File: config.mk
export PLATFORM = sky130hd
export DESIGN_NAME = cla_seq_divider_flat
export DESIGN_NICKNAME = d
export VERILOG_FILES = /design/src/rtl/cla_pkg.sv /design/src/rtl/cla_seq_divider_if.sv /design/src/rtl/cla_sub_nbit.sv /design/src/rtl/cla_seq_divider.sv /design/src/flat_wrapper.sv
export SDC_FILE = /design/constraint.sdc
export NUM_CORES = 1
export LEC_CHECK = 0
export CORE_MARGIN = 2
export CORE_UTILIZATION = 42
export CTS_CLUSTER_SIZE = 14
export DETAILED_ROUTE_END_ITERATION = 6
export PLACE_DENSITY = 0.8
export SLEW_MARGIN = 20
export SYNTH_ARGS = -nofsm -noshare
export SYNTH_HDL_FRONTEND = slang
export SYNTH_SLANG_ARGS = --single-unit
File: constraint.sdc
create_clock -name clk -period 2.2 [get_ports clk]
set_clock_uncertainty 0.15 [all_clocks]
set_input_delay 0.66 -clock clk [delete_from_list [all_inputs] [get_ports clk]]
set_output_delay 0.66 -clock clk [all_outputs]
set_load 0.05 [all_outputs]
File: src/rtl/cla_pkg.sv
// Shared definitions for the CLA arithmetic units: divider FSM encoding and
// the fill value used for the quotient on a divide by zero.
package cla_pkg;

    typedef enum logic [1:0] {
        IDLE = 2'd0,
        RUN  = 2'd1,
        DONE = 2'd2
    } state_t;

    localparam logic DBZ_QUOTIENT_BIT = 1'b1;

endpackage

File: src/rtl/cla_seq_divider_if.sv
// Start/busy/done handshake and operand/result bus of the sequential divider.
interface cla_seq_divider_if #(
    parameter int WIDTH = 4
);
    logic             start;
    logic [WIDTH-1:0] dividend;
    logic [WIDTH-1:0] divisor;
    logic             busy;
    logic             done;
    logic [WIDTH-1:0] quotient;
    logic [WIDTH-1:0] remainder;
    logic             div_by_zero;

    modport master (
        output start, dividend, divisor,
        input  busy, done, quotient, remainder, div_by_zero
    );

    modport slave (
        input  start, dividend, divisor,
        output busy, done, quotient, remainder, div_by_zero
    );
endinterface

File: src/rtl/cla_sub_nbit.sv
// Carry-lookahead subtractor: diff = a + ~b + 1. The final carry is the
// no-borrow flag (1 when a >= b).
module cla_sub_nbit #(
    parameter int N = 5
) (
    input  logic [N-1:0] a,
    input  logic [N-1:0] b,
    output logic [N-1:0] diff,
    output logic         no_borrow
);
    logic [N-1:0] gen;
    logic [N-1:0] prop;
    logic [N:0]   carry;
    logic         run_p;
    logic         acc_c;

    assign gen  = a & ~b;
    assign prop = a ^ ~b;

    // Each carry is the flattened sum of generate terms gated by the propagate
    // run above them, ending with the carry-in of 1 propagated all the way.
    always_comb begin
        carry    = '0;
        carry[0] = 1'b1;
        run_p    = 1'b0;
        acc_c    = 1'b0;
        for (int i = 0; i < N; i++) begin
            acc_c = gen[i];
            run_p = prop[i];
            for (int j = i - 1; j >= 0; j--) begin
                acc_c = acc_c | (run_p & gen[j]);
                run_p = run_p & prop[j];
            end
            carry[i+1] = acc_c | run_p;
        end
    end

    assign diff      = prop ^ carry[N-1:0];
    assign no_borrow = carry[N];
endmodule

File: src/rtl/cla_seq_divider.sv
// Multi-cycle unsigned restoring divider; one CLA trial subtraction per clock,
// with a start/busy/done handshake.
module cla_seq_divider #(
    parameter int WIDTH = 4
) (
    input  logic              clk,
    input  logic              rst,
    cla_seq_divider_if.slave  bus
);
    import cla_pkg::*;

    localparam int CW = $clog2(WIDTH + 1);

    state_t           state;
    state_t           next_state;
    logic [CW-1:0]    count;
    logic [WIDTH-1:0] rem;
    logic [WIDTH-1:0] quo;
    logic [WIDTH-1:0] dvs;
    logic [WIDTH-1:0] res_quo;
    logic [WIDTH-1:0] res_rem;
    logic             res_dbz;
    logic [WIDTH:0]   trial;
    logic [WIDTH:0]   diff;
    logic             no_borrow;
    logic [WIDTH-1:0] next_rem;
    logic [WIDTH-1:0] next_quo;
    logic             accept;
    logic             last_iter;
    logic             zero_div;
    logic             unused_diff_msb;

    // Partial remainder keeps its MSB: the trial value is WIDTH+1 bits wide.
    assign trial = {rem, quo[WIDTH-1]};

    cla_sub_nbit #(.N(WIDTH + 1)) u_sub (
        .a         (trial),
        .b         ({1'b0, dvs}),
        .diff      (diff),
        .no_borrow (no_borrow)
    );

    assign unused_diff_msb = diff[WIDTH];
    assign next_rem        = no_borrow ? diff[WIDTH-1:0] : trial[WIDTH-1:0];
    assign next_quo        = {quo[WIDTH-2:0], no_borrow};
    assign zero_div        = (bus.divisor == '0);

    always_ff @(posedge clk or posedge rst) begin
        if (rst) state <= IDLE;
        else     state <= next_state;
    end

    always_comb begin
        next_state = state;
        accept     = 1'b0;
        last_iter  = 1'b0;
        bus.busy   = (state == RUN);
        bus.done   = (state == DONE);
        case (state)
            IDLE, DONE: begin
                if (bus.start) begin
                    accept     = 1'b1;
                    next_state = zero_div ? DONE : RUN;
                end else begin
                    next_state = IDLE;
                end
            end
            RUN: begin
                if (count == CW'(1)) begin
                    last_iter  = 1'b1;
                    next_state = DONE;
                end
            end
            default: next_state = IDLE;
        endcase
    end

    // Published results only change on entry to DONE; the shift registers
    // are private working state.
    always_ff @(posedge clk or posedge rst) begin
        if (rst) begin
            count   <= '0;
            rem     <= '0;
            quo     <= '0;
            dvs     <= '0;
            res_quo <= '0;
            res_rem <= '0;
            res_dbz <= 1'b0;
        end else if (accept) begin
            dvs     <= bus.divisor;
            res_dbz <= zero_div;
            if (zero_div) begin
                res_quo <= {WIDTH{DBZ_QUOTIENT_BIT}};
                res_rem <= bus.dividend;
            end else begin
                rem   <= '0;
                quo   <= bus.dividend;
                count <= CW'(WIDTH);
            end
        end else if (state == RUN) begin
            rem   <= next_rem;
            quo   <= next_quo;
            count <= count - CW'(1);
            if (last_iter) begin
                res_quo <= next_quo;
                res_rem <= next_rem;
            end
        end
    end

    assign bus.quotient    = res_quo;
    assign bus.remainder   = res_rem;
    assign bus.div_by_zero = res_dbz;
endmodule

File: src/flat_wrapper.sv
// flat-port wrapper written by rule: the top's interface ports become plain ports
module cla_seq_divider_flat import cla_pkg::*;
#(
    parameter int WIDTH = 4
)
  (clk, rst, bus_start, bus_dividend, bus_divisor, bus_busy, bus_done, bus_quotient, bus_remainder, bus_div_by_zero);
  cla_seq_divider_if #(.WIDTH(WIDTH)) bus_i ();
  input  logic clk;
  input  logic rst;
  input wire logic [$bits(bus_i.start)-1:0] bus_start;
  input wire logic [$bits(bus_i.dividend)-1:0] bus_dividend;
  input wire logic [$bits(bus_i.divisor)-1:0] bus_divisor;
  output wire logic [$bits(bus_i.busy)-1:0] bus_busy;
  output wire logic [$bits(bus_i.done)-1:0] bus_done;
  output wire logic [$bits(bus_i.quotient)-1:0] bus_quotient;
  output wire logic [$bits(bus_i.remainder)-1:0] bus_remainder;
  output wire logic [$bits(bus_i.div_by_zero)-1:0] bus_div_by_zero;
  assign bus_i.start = bus_start;
  assign bus_i.dividend = bus_dividend;
  assign bus_i.divisor = bus_divisor;
  assign bus_busy = bus_i.busy;
  assign bus_done = bus_i.done;
  assign bus_quotient = bus_i.quotient;
  assign bus_remainder = bus_i.remainder;
  assign bus_div_by_zero = bus_i.div_by_zero;
  cla_seq_divider #(.WIDTH(WIDTH)) u_core (.clk(clk), .rst(rst), .bus(bus_i));
endmodule
==> results of run 1 <==
where the power goes:
group / total (mW) / internal (mW) / leakage (nW) / switching, mW
Sequential: 0.891 / 0.719 / 0.305 / 0.171
Combinational: 2.10 / 0.904 / 0.490 / 1.19
Clock: 0.330 / 0.184 / 0.0279 / 0.145
final cells by class:
cell class	instances	area (µm²)
flip-flops and latches	26	651
fillers	271	1250
well taps	44	55.1
clock buffers	3	22.5
multi-input cells	103	659
repair buffers	40	350
inverters	10	37.5
clock inverters	1	30.0
worst reg2reg max path: cells and delay by family, from the launching register on:
| kind | cells | cell delay [ps] |
|---|---|---|
| AOI/OAI and AO/OA | 1 | 160 |
| adders and majority gates | 1 | 200 |
| buffers and inverters | 1 | 160 |
| DFF | 1 | 430 |
| muxes | 2 | 440 |
| and+or+nand+nor | 1 | 540 |
state kept, by name (all words and copies together), names as in the netlist:
register and count:
u_core.bus.div_by_zero 1, u_core.bus.quotient 4, u_core.bus.remainder 4, u_core.count 3, u_core.dvs 4, u_core.quo 4, u_core.rem 4, u_core.state 2
worst paths after layout:
kind                            depth (start not counted)            start                      to  slack, ps
worst max-delay path                                    6    u_core.rem[1]           u_core.rem[1]         20
max in group asynchronous                               3              rst  u_core.bus.div_by_zero       1120
worst min register to register                          2  u_core.count[1]         u_core.count[1]        380
worst max register to register                          6    u_core.rem[1]           u_core.rem[1]         20
worst min-delay path                                    2  u_core.count[1]         u_core.count[1]        380
min in group asynchronous                               3              rst  u_core.bus.quotient[2]        530
layer usage:
metal	global-route usage (%)	up-vias	wire length (µm)
met5	0	-	0
met4	5.59	0	15
met2	35.0	42	1870
met1	23.0	621	1370
met3	2.56	2	147
li1	-	585	-
synthesized netlist by cell type (all sizes together), types with 3 or more instances:
master  number
mux2         4
clkbuf       3
inv         10
nor2b        3
o211ai       4
nor2         9
a31oi        5
o21ai       15
nor3         3
ha           7
nand2       26
dfrtp       26
a21oi        6
logic make-up (layout without fill, tap and decap cells):
family	after synthesis	count (layout)	share of synthesized area (%)
AND/OR/NAND/NOR	50	50	17.1
AO/OA/AOI/OAI	40	40	19.4
flip-flops	26	26	48.0
buffers and inverters	14	54	3.87
adder cells (fa/ha/maj)	7	7	6.46
multiplexers	5	5	4.61
XOR/XNOR	1	1	0.646
timing repair:
item                                    4_1_cts  5_1_grt
endpoints found under the hold margin         0        0
gates resized for setup                       1        2
endpoints found under the setup margin        2        4
buffers inserted                              1        2
==> flow_summary.yaml, run 1 <==
status:
  outcome: "complete, no violations"
clock_tree:
  hold_buffers: 0
  h-tree-depth: 1
  numCtsBuffers: 3
  clk_pin_slew_ps: 150
  clkLatencyLatePin_ps: 330
  clock_path_buffers: 2
  numClockSinks: 26
  cts_root_buf: "clkbuf_4"
  cts_tree: "yes"
synthesis:
  avgSynthCellArea_um2: 9.48
  ys_async_sr_fraction_pct: 100
  synth_cells: 143
  synthTopCellsByArea: "dfrtp_1 (48%), nand2_1 (7.2%), ha_1 (6.5%)"
  synth_nets: 161
  ys_types: 34
  ys_seq_area_share_pct: 48.0
  ys_warn_count: 0
  synth_top_area_share_pct: 48.0
  yosysTopAreaCell: "dfrtp_1"
  synth_edf_count: 0
  syn-cell-area_um2: 1360
  ys_ff_latch: 26
  synth_ff_type: "dfrtp_1"
hold_path:
  hp-class: "reg -> reg"
setup_path:
  cp.arrival_ps: 2260
  cp_top_family: "simple AND/OR/NAND/NOR gates"
  critPathLaunchType: "flip-flop"
  crit_type: "reg -> reg"
  worstPathRequired_ps: 2280
  worst_path_max_delay_cell: "or4_4"
  path_max_fanout: 3
  crit_chain: "ha_1 -> or4_4 -> a2bb2oi_2 -> buf_4 -> mux2i_1 -> mux2_2"
  path_buf_inv: 1
  endpoint_kind: "flip-flop"
  critPathMaxStageDelay_ps: 540
place:
  pre_cts_ws_ps: -342
  port_buffers: 21
  dpl.hpwl_mm: 2.54
  gp_congestion: 0.852
  post-place-cells: 220
  postPlaceCellArea_um2: 1720
floorplanning:
  num_rows: 20
  die_area_um2: 3700
  initial_utilization_pct: 44.4
  die_h_um: 60.8
  core_um2: 3050
  die_w_um: 60.8
  ios: 22
sta:
  slew-limit-headroom_pct: 77.4
  finalHoldViolations: 0
  period_needed_ps: 2180
  setup_violations: 0
  tightest_slew_ps: 339
  fin_crit_sh_pct: 98.9
  timing.fmax_ghz: 0.460
  fin_ws_ps: 24.9
  rsz0062_at_grt: "false"
  slew_viol_final: 0
  tns_ps: 0
  fin_hold_ws_ps: 379
power_and_ir_drop:
  peakVddDrop_mv: 0.502
  power.total_mw: 3.32
  leakage_nw: 0.823
  power_density_nw_per_um2: 1840
route:
  drc_errors: 0
  wirelength_mm: 3.40
  vias: 1250
  detail-route-antenna-nets: 0
  drt_iter0_markers: 84
  post_drt_wl_per_cell_um: 15.0
  via_per_inst: 5.51
  drt-pass1-iter-count: 4
cells_and_area:
  final_cells: 227
  most-common-layout-cells: "buf_4 (28), nand2_1 (26), dfrtp_1 (26), o21ai_0 (13), clkdlybuf4s50_1 (10)"
  drive_above_1_share_pct: 25.1
  final_cell_area_um2: 1810
  synthToLayoutAreaGrowth_pct: 33.1
  antenna_cells: 0
  final_util_pct: 59.1
  nets: 202
  layout_commonest_cell: "buf_4"
global_route:
  grt-ovfl-total: 0
  grt_usage_pct: 19.0
  grt_start_max_net_pins: 27
  grt_pass1_vias: 1196
  antenna_found_initial: 0
  grt_pass1_wl_mm: 5.26
run:
  cap_viol_max_count: 0
No activity file was read; power rests on OpenSTA's default activity.
==> run 2: changes to the inputs <==
- PLACE_DENSITY: 0.8 -> 0.79
- SKIP_LAST_GASP: unset -> 1
- SYNTH_HIERARCHICAL: unset -> 1
==> flow_summary.yaml, run 2 <==
route:
  drt-pass1-iter-count: 4
  drt_iter0_markers: 56
  wirelength_mm: 3.35
  vias: 1210
  post_drt_wl_per_cell_um: 14.6
  drc_errors: 0
  detail-route-antenna-nets: 0
  via_per_inst: 5.26
hold_path:
  hp-class: "reg -> reg"
sta:
  timing.fmax_ghz: 0.461
  slew_viol_final: 0
  period_needed_ps: 2170
  tns_ps: 0
  setup_violations: 0
  rsz0062_at_grt: "true"
  finalHoldViolations: 0
  fin_ws_ps: 31.0
  fin_crit_sh_pct: 98.6
cells_and_area:
  multiInputGateArea_um2: 835
  synthToLayoutAreaGrowth_pct: 35.4
  most-common-layout-cells: "buf_4 (29), dfrtp_1 (24), nand2_1 (20), inv_1 (13)"
  nets: 205
  fillers: 290
  final_cells: 230
  final_cell_area_um2: 1990
  final_util_pct: 59.2
  antenna_cells: 0
  seqCellArea_um2: 653
  layout_commonest_cell: "buf_4"
  drive_above_1_share_pct: 34.2
floorplanning:
  ios: 22
  core_um2: 3360
  die_h_um: 63.2
  initial_utilization_pct: 43.7
  num_rows: 21
  die_area_um2: 3990
  die_w_um: 63.2
setup_path:
  worstPathRequired_ps: 2280
  critPathMaxStageDelay_ps: 580
  critPathLaunchType: "input pin"
  crit_chain: "clkdlybuf4s50_1 -> or4_4 -> o21ai_4 -> mux2_2"
  path_buf_inv: 1
  crit_type: "in -> reg"
  endpoint_kind: "flip-flop"
  path_max_fanout: 5
  worst_path_max_delay_cell: "or4_4"
  cp.arrival_ps: 2250
  cp_top_family: "simple AND/OR/NAND/NOR gates"
global_route:
  grt_pass1_vias: 1287
  grt_pass1_wl_mm: 5.74
  grt-ovfl-total: 0
  grt_use_met2_pct: 30.9
  grt_start_max_net_pins: 27
  use_met1_pct: 22.7
  grt_usage_pct: 18.1
  antenna_found_initial: 0
  grt-busiest-layer: "met2"
  use_met3_pct: 3.75
run:
  cap_viol_max_count: 0
place:
  pre_cts_ws_ps: -327
  port_buffers: 21
  dpl.hpwl_mm: 2.45
  postPlaceCellArea_um2: 1830
  post-place-cells: 223
  gp_congestion: 0.831
synthesis:
  ys_warn_count: 6
  avgSynthCellArea_um2: 10.1
  synth_cells: 145
  syn-cell-area_um2: 1470
  synth_nets: 165
clock_tree:
  clock_path_buffers: 2
  numClockSinks: 26
  cts_tree: "yes"
  cts_root_buf: "clkbuf_4"
  hold_buffers: 0
  clk_pin_slew_ps: 140
  h-tree-depth: 1
  numCtsBuffers: 3
  clkLatencyLatePin_ps: 330
power_and_ir_drop:
  leakage_nw: 0.898
  peakVddDrop_mv: 0.858
  power_density_nw_per_um2: 1800
status:
  outcome: "complete, no violations"
==> run 2: worst reg2reg max path, cell delays in order (launching register included) <==
cell and delay [ps]:
dfrtp_1 410, inv_2 70, ha_4 280, o21ai_4 70
a22oi_2 200, a21o_4 240, mux2i_2 270, o21ai_1 110
mux2_4 270
==> run 2: final cells by class <==
cell class / count / share of cell area, %
repair buffers: 41 / 18.0
multi-input cells: 99 / 41.9
clock buffers: 4 / 1.82
inverters: 14 / 2.64
flip-flops and latches: 26 / 32.8
well taps: 46 / 2.89
==> run 2: power by group <==
part / switching, mW / internal, mW
sequential: 0.191 / 0.720
clock: 0.144 / 0.101
combinational: 1.30 / 1.13
total: 1.64 / 1.95
==> run 2: final timing paths <==
check	startpoint	end	slack, ps	depth (start not counted)
max	bus_divisor[2]	u_core/bus.remainder[2]	30	4
min	u_core/dvs[3]	u_core/dvs[3]	360	2
max reg2reg	u_core/dvs[1]	u_core/bus.remainder[1]	40	8
min reg2reg	u_core/dvs[3]	u_core/dvs[3]	360	2
max in group asynchronous	rst	u_core/rem[0]	1120	3
min in group asynchronous	rst	u_core/bus.remainder[2]	510	3
==> run 2: timing repair <==
item | 4_1_cts | 5_1_grt
setup buffers | 0 | 3
hold endpoints to repair | 0 | 0
gates resized for setup | 2 | 19
endpoints found under the setup margin | 2 | 8
pin swaps | 0 | 5
gates cloned | 0 | 0
==> run 2: layer usage <==
| layer | vias up | wire, µm |
|---|---|---|
| li1 | 571 | - |
| met1 | 591 | 1420 |
| met2 | 42 | 1690 |
| met3 | 6 | 197 |
| met4 | 0 | 38 |
| met5 | - | 0 |
==> run 2: metrics by stage <==
stage          hold WS (ps)  total power, mW
3_5_place_dp            321             2.90
2_1_floorplan           296             2.30
5_1_grt                 391             3.84
6_report                363             3.59
3_3_place_gp            319             2.81
4_1_cts                 366             3.21
==> run 3: changes to the inputs <==
- CAP_MARGIN: unset -> 10
==> results of run 3 <==
No change in the layout: final DEF, timing and power equal those of run 2.
